### src/rtl/sme_param_matcher_if.sv
// Byte-serial load bus and result port of the string-matching engine.
interface sme_param_matcher_if #(
    parameter int unsigned CHAR_W = 8,
    parameter int unsigned IDX_W  = 5
) ();
    logic [CHAR_W-1:0] chardata;
    logic              isstring;
    logic              ispattern;
    logic              case_ins;
    logic              valid;
    logic              match;
    logic [IDX_W-1:0]  match_index;

    modport master (
        output chardata, isstring, ispattern, case_ins,
        input  valid, match, match_index
    );

    modport slave (
        input  chardata, isstring, ispattern, case_ins,
        output valid, match, match_index
    );
endinterface

### src/rtl/sme_param_matcher.sv
// Loads a string and an anchored/wildcard pattern byte-serially, then scans for the first
// occurrence one body character per cycle and reports it in a one-cycle DONE state.
module sme_param_matcher #(
    parameter int unsigned       CHAR_W   = 8,
    parameter int unsigned       STR_MAX  = 32,
    parameter int unsigned       PAT_MAX  = 8,
    parameter int unsigned       IDX_W    = 5,
    parameter logic [CHAR_W-1:0] ANY_CHAR = 'h2E,
    parameter logic [CHAR_W-1:0] BOL_CHAR = 'h5E,
    parameter logic [CHAR_W-1:0] EOL_CHAR = 'h24,
    parameter logic [CHAR_W-1:0] SEP_CHAR = 'h20
) (
    input logic                clk,
    input logic                reset,
    sme_param_matcher_if.slave bus
);
    localparam int unsigned LEN_W  = $clog2(STR_MAX + 1);
    localparam int unsigned PLEN_W = $clog2(PAT_MAX + 1);
    localparam int unsigned PIDX_W = $clog2(PAT_MAX);
    localparam int unsigned SUM_W  = LEN_W + 1;
    localparam logic [LEN_W-1:0]  SMAX = LEN_W'(STR_MAX);
    localparam logic [PLEN_W-1:0] PMAX = PLEN_W'(PAT_MAX);

    typedef enum logic [2:0] {StIdle, StRecvS, StRecvP, StScan, StDone} state_e;

    state_e             state_q, state_d;
    logic [CHAR_W-1:0]  str_q [STR_MAX];
    logic [CHAR_W-1:0]  pat_q [PAT_MAX];
    logic [LEN_W-1:0]   slen_q, slen_d, s_q, s_d;
    logic [PLEN_W-1:0]  plen_q, plen_d, k_q, k_d;
    logic               str_prev_q, pat_prev_q, first_q, ci_q, ci_d;
    logic               match_q, match_d;
    logic [IDX_W-1:0]   idx_q, idx_d;

    logic               load_ok, str_we, pat_we, str_store, pat_store;
    logic [IDX_W-1:0]   str_waddr;
    logic [PIDX_W-1:0]  pat_waddr;
    logic               hat, dol, prev_sep, dol_ok, char_eq;
    logic [PLEN_W-1:0]  blen;
    logic [SUM_W-1:0]   s_end, s_k;
    logic [CHAR_W-1:0]  pc, sc;

    function automatic logic [CHAR_W-1:0] fold(input logic [CHAR_W-1:0] c);
        if (c >= CHAR_W'('h41) && c <= CHAR_W'('h5A)) return c | CHAR_W'('h20);
        return c;
    endfunction

    // A string strobe always wins over a simultaneous pattern strobe.
    always_comb begin
        load_ok   = (state_q == StIdle) || (state_q == StRecvS) || (state_q == StDone);
        str_we    = load_ok && bus.isstring;
        pat_we    = (load_ok || state_q == StRecvP) && bus.ispattern && !bus.isstring;
        str_store = str_we && (!str_prev_q || slen_q < SMAX);
        pat_store = pat_we && (!pat_prev_q || plen_q < PMAX);
        str_waddr = str_prev_q ? slen_q[IDX_W-1:0] : '0;
        pat_waddr = pat_prev_q ? plen_q[PIDX_W-1:0] : '0;
        slen_d    = slen_q;
        plen_d    = plen_q;
        if (str_store) slen_d = str_prev_q ? slen_q + LEN_W'(1) : LEN_W'(1);
        if (pat_store) plen_d = pat_prev_q ? plen_q + PLEN_W'(1) : PLEN_W'(1);
    end

    always_ff @(posedge clk) begin
        if (str_store) str_q[str_waddr] <= bus.chardata;
        if (pat_store) pat_q[pat_waddr] <= bus.chardata;
    end

    // Pattern decode and the per-cycle comparison for candidate s_q, body position k_q.
    always_comb begin
        hat      = (plen_q != '0) && (pat_q[0] == BOL_CHAR);
        dol      = (plen_q > PLEN_W'(hat)) &&
                   (pat_q[PIDX_W'(plen_q - PLEN_W'(1))] == EOL_CHAR);
        blen     = plen_q - PLEN_W'(hat) - PLEN_W'(dol);
        s_end    = SUM_W'(s_q) + SUM_W'(blen);
        s_k      = SUM_W'(s_q) + SUM_W'(k_q);
        ci_d     = first_q ? bus.case_ins : ci_q;
        pc       = pat_q[PIDX_W'(k_q + PLEN_W'(hat))];
        sc       = str_q[s_k[IDX_W-1:0]];
        char_eq  = (pc == ANY_CHAR) || (ci_d ? (fold(pc) == fold(sc)) : (pc == sc));
        prev_sep = (s_q == '0) || (str_q[IDX_W'(s_q - LEN_W'(1))] == SEP_CHAR);
        dol_ok   = (s_end == SUM_W'(slen_q)) ||
                   ((s_end < SUM_W'(slen_q)) && (str_q[s_end[IDX_W-1:0]] == SEP_CHAR));
    end

    always_comb begin
        state_d = state_q;
        s_d     = '0;
        k_d     = '0;
        match_d = match_q;
        idx_d   = idx_q;
        unique case (state_q)
            StIdle, StDone: begin
                if (bus.isstring)       state_d = StRecvS;
                else if (bus.ispattern) state_d = StRecvP;
                else                    state_d = StIdle;
            end
            StRecvS: if (!bus.isstring)  state_d = StRecvP;
            StRecvP: if (!bus.ispattern) state_d = StScan;
            StScan: begin
                s_d = s_q;
                k_d = k_q;
                if (slen_q == '0 || plen_q == '0 || s_q >= slen_q ||
                    s_end > SUM_W'(slen_q)) begin
                    match_d = 1'b0;
                    idx_d   = '0;
                    state_d = StDone;
                end else if (k_q < blen) begin
                    if (char_eq) begin
                        k_d = k_q + PLEN_W'(1);
                    end else begin
                        s_d = s_q + LEN_W'(1);
                        k_d = '0;
                    end
                end else if ((!hat || prev_sep) && (!dol || dol_ok)) begin
                    match_d = 1'b1;
                    idx_d   = s_q[IDX_W-1:0];
                    state_d = StDone;
                end else begin
                    s_d = s_q + LEN_W'(1);
                    k_d = '0;
                end
            end
            default: state_d = StIdle;
        endcase
    end

    always_ff @(posedge clk) begin
        if (reset) begin
            state_q    <= StIdle;
            slen_q     <= '0;
            plen_q     <= '0;
            str_prev_q <= 1'b0;
            pat_prev_q <= 1'b0;
            s_q        <= '0;
            k_q        <= '0;
            first_q    <= 1'b1;
            ci_q       <= 1'b0;
            match_q    <= 1'b0;
            idx_q      <= '0;
        end else begin
            state_q    <= state_d;
            slen_q     <= slen_d;
            plen_q     <= plen_d;
            str_prev_q <= str_we;
            pat_prev_q <= pat_we;
            s_q        <= s_d;
            k_q        <= k_d;
            first_q    <= (state_q != StScan);
            ci_q       <= ci_d;
            match_q    <= match_d;
            idx_q      <= idx_d;
        end
    end

    assign bus.valid       = (state_q == StDone);
    assign bus.match       = match_q;
    assign bus.match_index = idx_q;
endmodule

### src/flat_wrapper.sv
// flat-port wrapper written by rule: the top's interface ports become plain ports
module sme_param_matcher_flat 
#(
    parameter int unsigned       CHAR_W   = 8,
    parameter int unsigned       STR_MAX  = 32,
    parameter int unsigned       PAT_MAX  = 8,
    parameter int unsigned       IDX_W    = 5,
    parameter logic [CHAR_W-1:0] ANY_CHAR = 'h2E,
    parameter logic [CHAR_W-1:0] BOL_CHAR = 'h5E,
    parameter logic [CHAR_W-1:0] EOL_CHAR = 'h24,
    parameter logic [CHAR_W-1:0] SEP_CHAR = 'h20
)
  (clk, reset, bus_chardata, bus_isstring, bus_ispattern, bus_case_ins, bus_valid, bus_match, bus_match_index);
  sme_param_matcher_if #(.CHAR_W(CHAR_W), .IDX_W(IDX_W)) bus_i ();
  input logic clk;
  input logic reset;
  input wire logic [$bits(bus_i.chardata)-1:0] bus_chardata;
  input wire logic [$bits(bus_i.isstring)-1:0] bus_isstring;
  input wire logic [$bits(bus_i.ispattern)-1:0] bus_ispattern;
  input wire logic [$bits(bus_i.case_ins)-1:0] bus_case_ins;
  output wire logic [$bits(bus_i.valid)-1:0] bus_valid;
  output wire logic [$bits(bus_i.match)-1:0] bus_match;
  output wire logic [$bits(bus_i.match_index)-1:0] bus_match_index;
  assign bus_i.chardata = bus_chardata;
  assign bus_i.isstring = bus_isstring;
  assign bus_i.ispattern = bus_ispattern;
  assign bus_i.case_ins = bus_case_ins;
  assign bus_valid = bus_i.valid;
  assign bus_match = bus_i.match;
  assign bus_match_index = bus_i.match_index;
  sme_param_matcher #(.CHAR_W(CHAR_W), .STR_MAX(STR_MAX), .PAT_MAX(PAT_MAX), .IDX_W(IDX_W), .ANY_CHAR(ANY_CHAR), .BOL_CHAR(BOL_CHAR), .EOL_CHAR(EOL_CHAR), .SEP_CHAR(SEP_CHAR)) u_core (.clk(clk), .reset(reset), .bus(bus_i));
endmodule
### config.mk
export PLATFORM = sky130hd
export DESIGN_NAME = sme_param_matcher_flat
export DESIGN_NICKNAME = d
export VERILOG_FILES = /design/src/rtl/sme_param_matcher_if.sv /design/src/rtl/sme_param_matcher.sv /design/src/flat_wrapper.sv
export SDC_FILE = /design/constraint.sdc
export NUM_CORES = 1
export LEC_CHECK = 0
export ABC_AREA = 1
export BUFFER_PORTS_ARGS = -buffer_cell sky130_fd_sc_hd__buf_2
export CAP_MARGIN = 10
export CORE_ASPECT_RATIO = 0.7
export CORE_MARGIN = 3
export CORE_UTILIZATION = 50
export CTS_CLUSTER_DIAMETER = 80
export DETAILED_ROUTE_END_ITERATION = 6
export PLACE_DENSITY = 0.66
export SYNTH_ARGS = -nofsm -noshare
export SYNTH_HDL_FRONTEND = slang
export SYNTH_SLANG_ARGS = --single-unit
export TNS_END_PERCENT = 10
### constraint.sdc
create_clock -name clk -period 6 [get_ports clk]
set_input_delay 1.2 -clock clk [delete_from_list [all_inputs] [get_ports clk]]
set_output_delay 1.2 -clock clk [all_outputs]
set_load 0.01 [all_outputs]
==> run_results.csv <==
group,metric,value,unit
run_status,run_status,"finished with violations",
run_status,violations,"DRC",
sta,setup_tns,0,ns
sta,final.period_utilization,92.83,%
critical_path,worst-endpoint-required,6.47,ns
global_routing,groute.layer.met3.usage,9.113,%
clock_network,clk_root_buffer_cell,"sky130_fd_sc_hd__clkbuf_16",
synth,syn_area,0.01915,mm2
finish,fraction_of_layout_instances_using_a_drive_strength_above_1,6.882,%
floorplanning,fp.coreArea,0.03750,mm2
sta,clock.fmax,179.5,MHz
floorplanning,ioPinCount,20,
critical_path,crit_path_max_fanout,22,
sta,slew_headroom,18.63,%
place,gp_routability_congestion,0.9512,
clock_network,clkSlewWorstSetupHoldPaths,0.06,ns
routing,drt-total-wl,61660,um
finish,instances_no_fill,2653,
synth,average_footprint_of_a_synthesized_cell,8.860,um2
global_routing,number_of_global_route_vias_before_repair,15070,
place,port_buffers,19,
global_routing,overflow,0,
sta,slew_viol_final,0,
sta,grt_setup_unrepaired,"no",
power,vdd.ir_drop.worst,0.2271,mV
clock_network,h-tree-depth,2,
global_routing,gr-usage-met1,47.65,%
power,power.leakage,0.007761,uW
finish,final_net_count,2190,
synth,synthDistinctLibCells,56,
place,hpwl,40350,um
routing,vias_after_detailed_routing,16560,
global_routing,globalRouteMet2Util,40.20,%
critical_path,cp_slowest_cell,"sky130_fd_sc_hd__fa_2",
sta,finalSetupViolations,0,
routing,drc_errors,3,
power,powerDensity,278.8,mW/mm2
global_routing,grt_pass1_wl,92790,um
global_routing,grt_max_degree,85,
critical_path,critical_path_arrival,6.04,ns
critical_path,critPathMaxStageDelay,0.61,ns
global_routing,grt_antenna_before_repair,0,
sta,timing_hold_violations_final,0,
synth,synth_edf_count,320,
critical_path,most_frequent_cp_cell,"sky130_fd_sc_hd__nand2_1",
finish,area_delta_synth_final,8.080,%
synth,ys_async_sr_fraction,0,%
synth,ys_dominant_reg_cell,"sky130_fd_sc_hd__edfxtp_1",
finish,filler_cell_count,3376,
synth,synth_warnings,0,
floorplanning,initial_utilization,51.08,%
critical_path,cp_delay_by_family_top,"simple AND/OR/NAND/NOR gates",
synth,ys_ff_latch,353,
worst_hold_path,hold_path_class,"reg2reg",
run,maxCapViolCount,0,
finish,antennaDiodeCount,0,
sta,layout_setup_ws,0.4302,ns
synth,synthCells,2162,
clock_network,ctsHoldBuffers,0,
routing,drtPass1Iterations,7,
clock_network,cts_tree,"done",
routing,number_of_vias_per_cell,6.240,
place,pre_cts_ws,0.4552,ns
floorplanning,die_h,169.8,um
critical_path,worst_setup_path_start_kind,"register",
clock_network,cts_buffers,36,
finish,multi_input_comb_area,0.007582,mm2
clock_network,clock_tree.buffer_depth,3,
sta,worst_slew_pin_slew,1.211,ns
global_routing,global_route.usage.total,30.23,%
routing,drt_first_iter_violations,2962,
floorplanning,die_area,0.04073,mm2
critical_path,setup_crit_end_kind,"register",
synth,synth-seq-area-share,53.62,%
clock_network,insertion_delay,0.55,ns
floorplanning,core.rowCount,59,
finish,final_core_utilization,55.20,%
synth,syn_nets,2213,
global_routing,busiest_layer,"met1",
clock_network,clock_sinks,353,
sta,fin_worst_skew,0.02389,ns
critical_path,cp_num_buf_inv,6,
floorplanning,die-width,239.9,um
finish,regArea,0.01027,mm2
sta,finalCriticalPeriod,5.570,ns
critical_path,timing.setup.critical_path_class,"reg2reg",
routing,average_wire_per_standard_cell,23.24,um
place,placedCellCount,2586,
routing,detail-route-antenna-nets,0,
-- cells in the final DEF (no fill, tap or decap), types with 4 or more instances in the layout --
master                      synthesis  routed
sky130_fd_sc_hd__o311ai_0           4       4
sky130_fd_sc_hd__a31oi_1            5       5
sky130_fd_sc_hd__or2_2              8       8
sky130_fd_sc_hd__nor3_1            64      64
sky130_fd_sc_hd__nand2_1          413     413
sky130_fd_sc_hd__clkinv_2           0       4
sky130_fd_sc_hd__o211ai_1          25      25
sky130_fd_sc_hd__xor2_1            17      17
sky130_fd_sc_hd__inv_1            197     196
sky130_fd_sc_hd__buf_2             66      20
sky130_fd_sc_hd__buf_4             12      30
sky130_fd_sc_hd__o31ai_1           18      18
sky130_fd_sc_hd__nand2_2            7       6
sky130_fd_sc_hd__nand4_1           20      20
sky130_fd_sc_hd__clkbuf_1          26       6
sky130_fd_sc_hd__o22ai_1            8       8
sky130_fd_sc_hd__clkinv_1           2       9
sky130_fd_sc_hd__xnor2_1            5       5
sky130_fd_sc_hd__nor2_1           170     170
sky130_fd_sc_hd__dfxtp_1           33      32
sky130_fd_sc_hd__o21ai_1           76      76
sky130_fd_sc_hd__nor4_1            27      26
sky130_fd_sc_hd__nand3_1          221     221
sky130_fd_sc_hd__inv_2             13      12
sky130_fd_sc_hd__a21oi_1          149     149
sky130_fd_sc_hd__edfxtp_1         320     320
sky130_fd_sc_hd__clkbuf_16          0      37
sky130_fd_sc_hd__o21ai_0          157     157
sky130_fd_sc_hd__ha_1              35      34
sky130_fd_sc_hd__o21a_1             4       4
sky130_fd_sc_hd__nor3b_1            9       9
-- path summary, 6_finish.rpt --
path	from	to	slack (ns)	cells after the start
setup / recovery	u_core.plen_q[1]	u_core.bus.match_index[4]	0.43	31
hold / removal	u_core.bus.match_index[1]	u_core.bus.match_index[1]	0.47	2
setup reg to reg	u_core.plen_q[1]	u_core.bus.match_index[4]	0.43	31
hold reg to reg	u_core.bus.match_index[1]	u_core.bus.match_index[1]	0.47	2
-- repair_timing --
action                                 CTS  global route
endpoints found under the hold margin    0             0
setup endpoints to repair                0            16
setup buffers                            0             1
gates resized for setup                  0             7
-- cell families (layout without fill, tap and decap cells) --
| kind of cell | count (synthesis) | after routing | share of synthesized area [%] |
|---|---|---|---|
| adder cells (fa/ha/maj) | 38 | 38 | 2.600 |
| XOR/XNOR | 26 | 26 | 1.404 |
| multiplexers | 1 | 1 | 0.05226 |
| AND/OR/NAND/NOR | 946 | 946 | 21.59 |
| AO/OA/AOI/OAI | 473 | 473 | 13.63 |
| buffers and inverters | 325 | 328 | 7.114 |
| flip-flops | 353 | 353 | 53.62 |
-- tightest hold or removal path, delay by kind of cell (launching register included) --
family | cells | cell delay, ns
AO/OA/AOI/OAI | 1 | 0.05
flip-flops | 1 | 0.31
AND/OR/NAND/NOR | 1 | 0.06
-- power breakdown --
part / leakage, uW / total [uW] / internal, uW / switching, uW
Combinational: 0.00408 / 861 / 245 / 616
Sequential: 0.00315 / 2760 / 2730 / 34.0
Clock: 0.000530 / 2150 / 1170 / 974
-- layer usage --
metal | wire length, um | vias up | part of all wire (%)
met3 | 8886 | 112 | 14
met1 | 27380 | 7816 | 44
met4 | 1439 | 0 | 2.3
met2 | 23960 | 1136 | 39
li1 | - | 7491 | -
met5 | 0 | - | 0
-- cells in the mapped netlist (17+ instances only) --
cell type,number,area share (%)
sky130_fd_sc_hd__buf_2,66,1.7
sky130_fd_sc_hd__xor2_1,17,0.78
sky130_fd_sc_hd__nand4_1,20,0.65
sky130_fd_sc_hd__inv_1,197,3.9
sky130_fd_sc_hd__nand3_1,221,5.8
sky130_fd_sc_hd__o31ai_1,18,0.71
sky130_fd_sc_hd__nand2_1,413,8.1
sky130_fd_sc_hd__edfxtp_1,320,50
sky130_fd_sc_hd__clkbuf_1,26,0.51
sky130_fd_sc_hd__a21oi_1,149,3.9
sky130_fd_sc_hd__o21ai_1,76,2.0
sky130_fd_sc_hd__o21ai_0,157,4.1
sky130_fd_sc_hd__nor4_1,27,0.88
sky130_fd_sc_hd__nor3_1,64,1.7
sky130_fd_sc_hd__ha_1,35,2.3
sky130_fd_sc_hd__o211ai_1,25,0.98
sky130_fd_sc_hd__nor2_1,170,3.3
sky130_fd_sc_hd__dfxtp_1,33,3.4
-- state kept, by name (all words and copies together) (netlist names) --
signal,flops
u_core.bus.match,1
u_core.bus.match_index,5
u_core.ci_q,1
u_core.first_q,1
u_core.k_q,4
u_core.pat_prev_q,1
u_core.pat_q,64
u_core.plen_q,4
u_core.s_q,6
u_core.slen_q,6
u_core.state_q,3
u_core.str_prev_q,1
u_core.str_q,256
-- through the flow --
stage / hold slack, ns / cell area (um2) / power, uW
floorplan: 0.4367 / 19150 / 3307
global placement: 0.4547 / 19560 / 3610
detailed placement: 0.4540 / 19560 / 3620
CTS: 0.4662 / 20650 / 5743
global route: 0.4914 / 20700 / 5951
finish: 0.4659 / 20700 / 5771
-- area by class of cell --
cell class | count | area share (%)
inverter | 212 | 3.862
sequential | 353 | 49.61
tap | 488 | 2.949
multi-input combinational | 1484 | 36.63
timing repair buffer | 52 | 1.680
clock buffer | 47 | 4.805
clock inverter | 17 | 0.4654
Note: power is estimated with default switching activity, not from simulation.
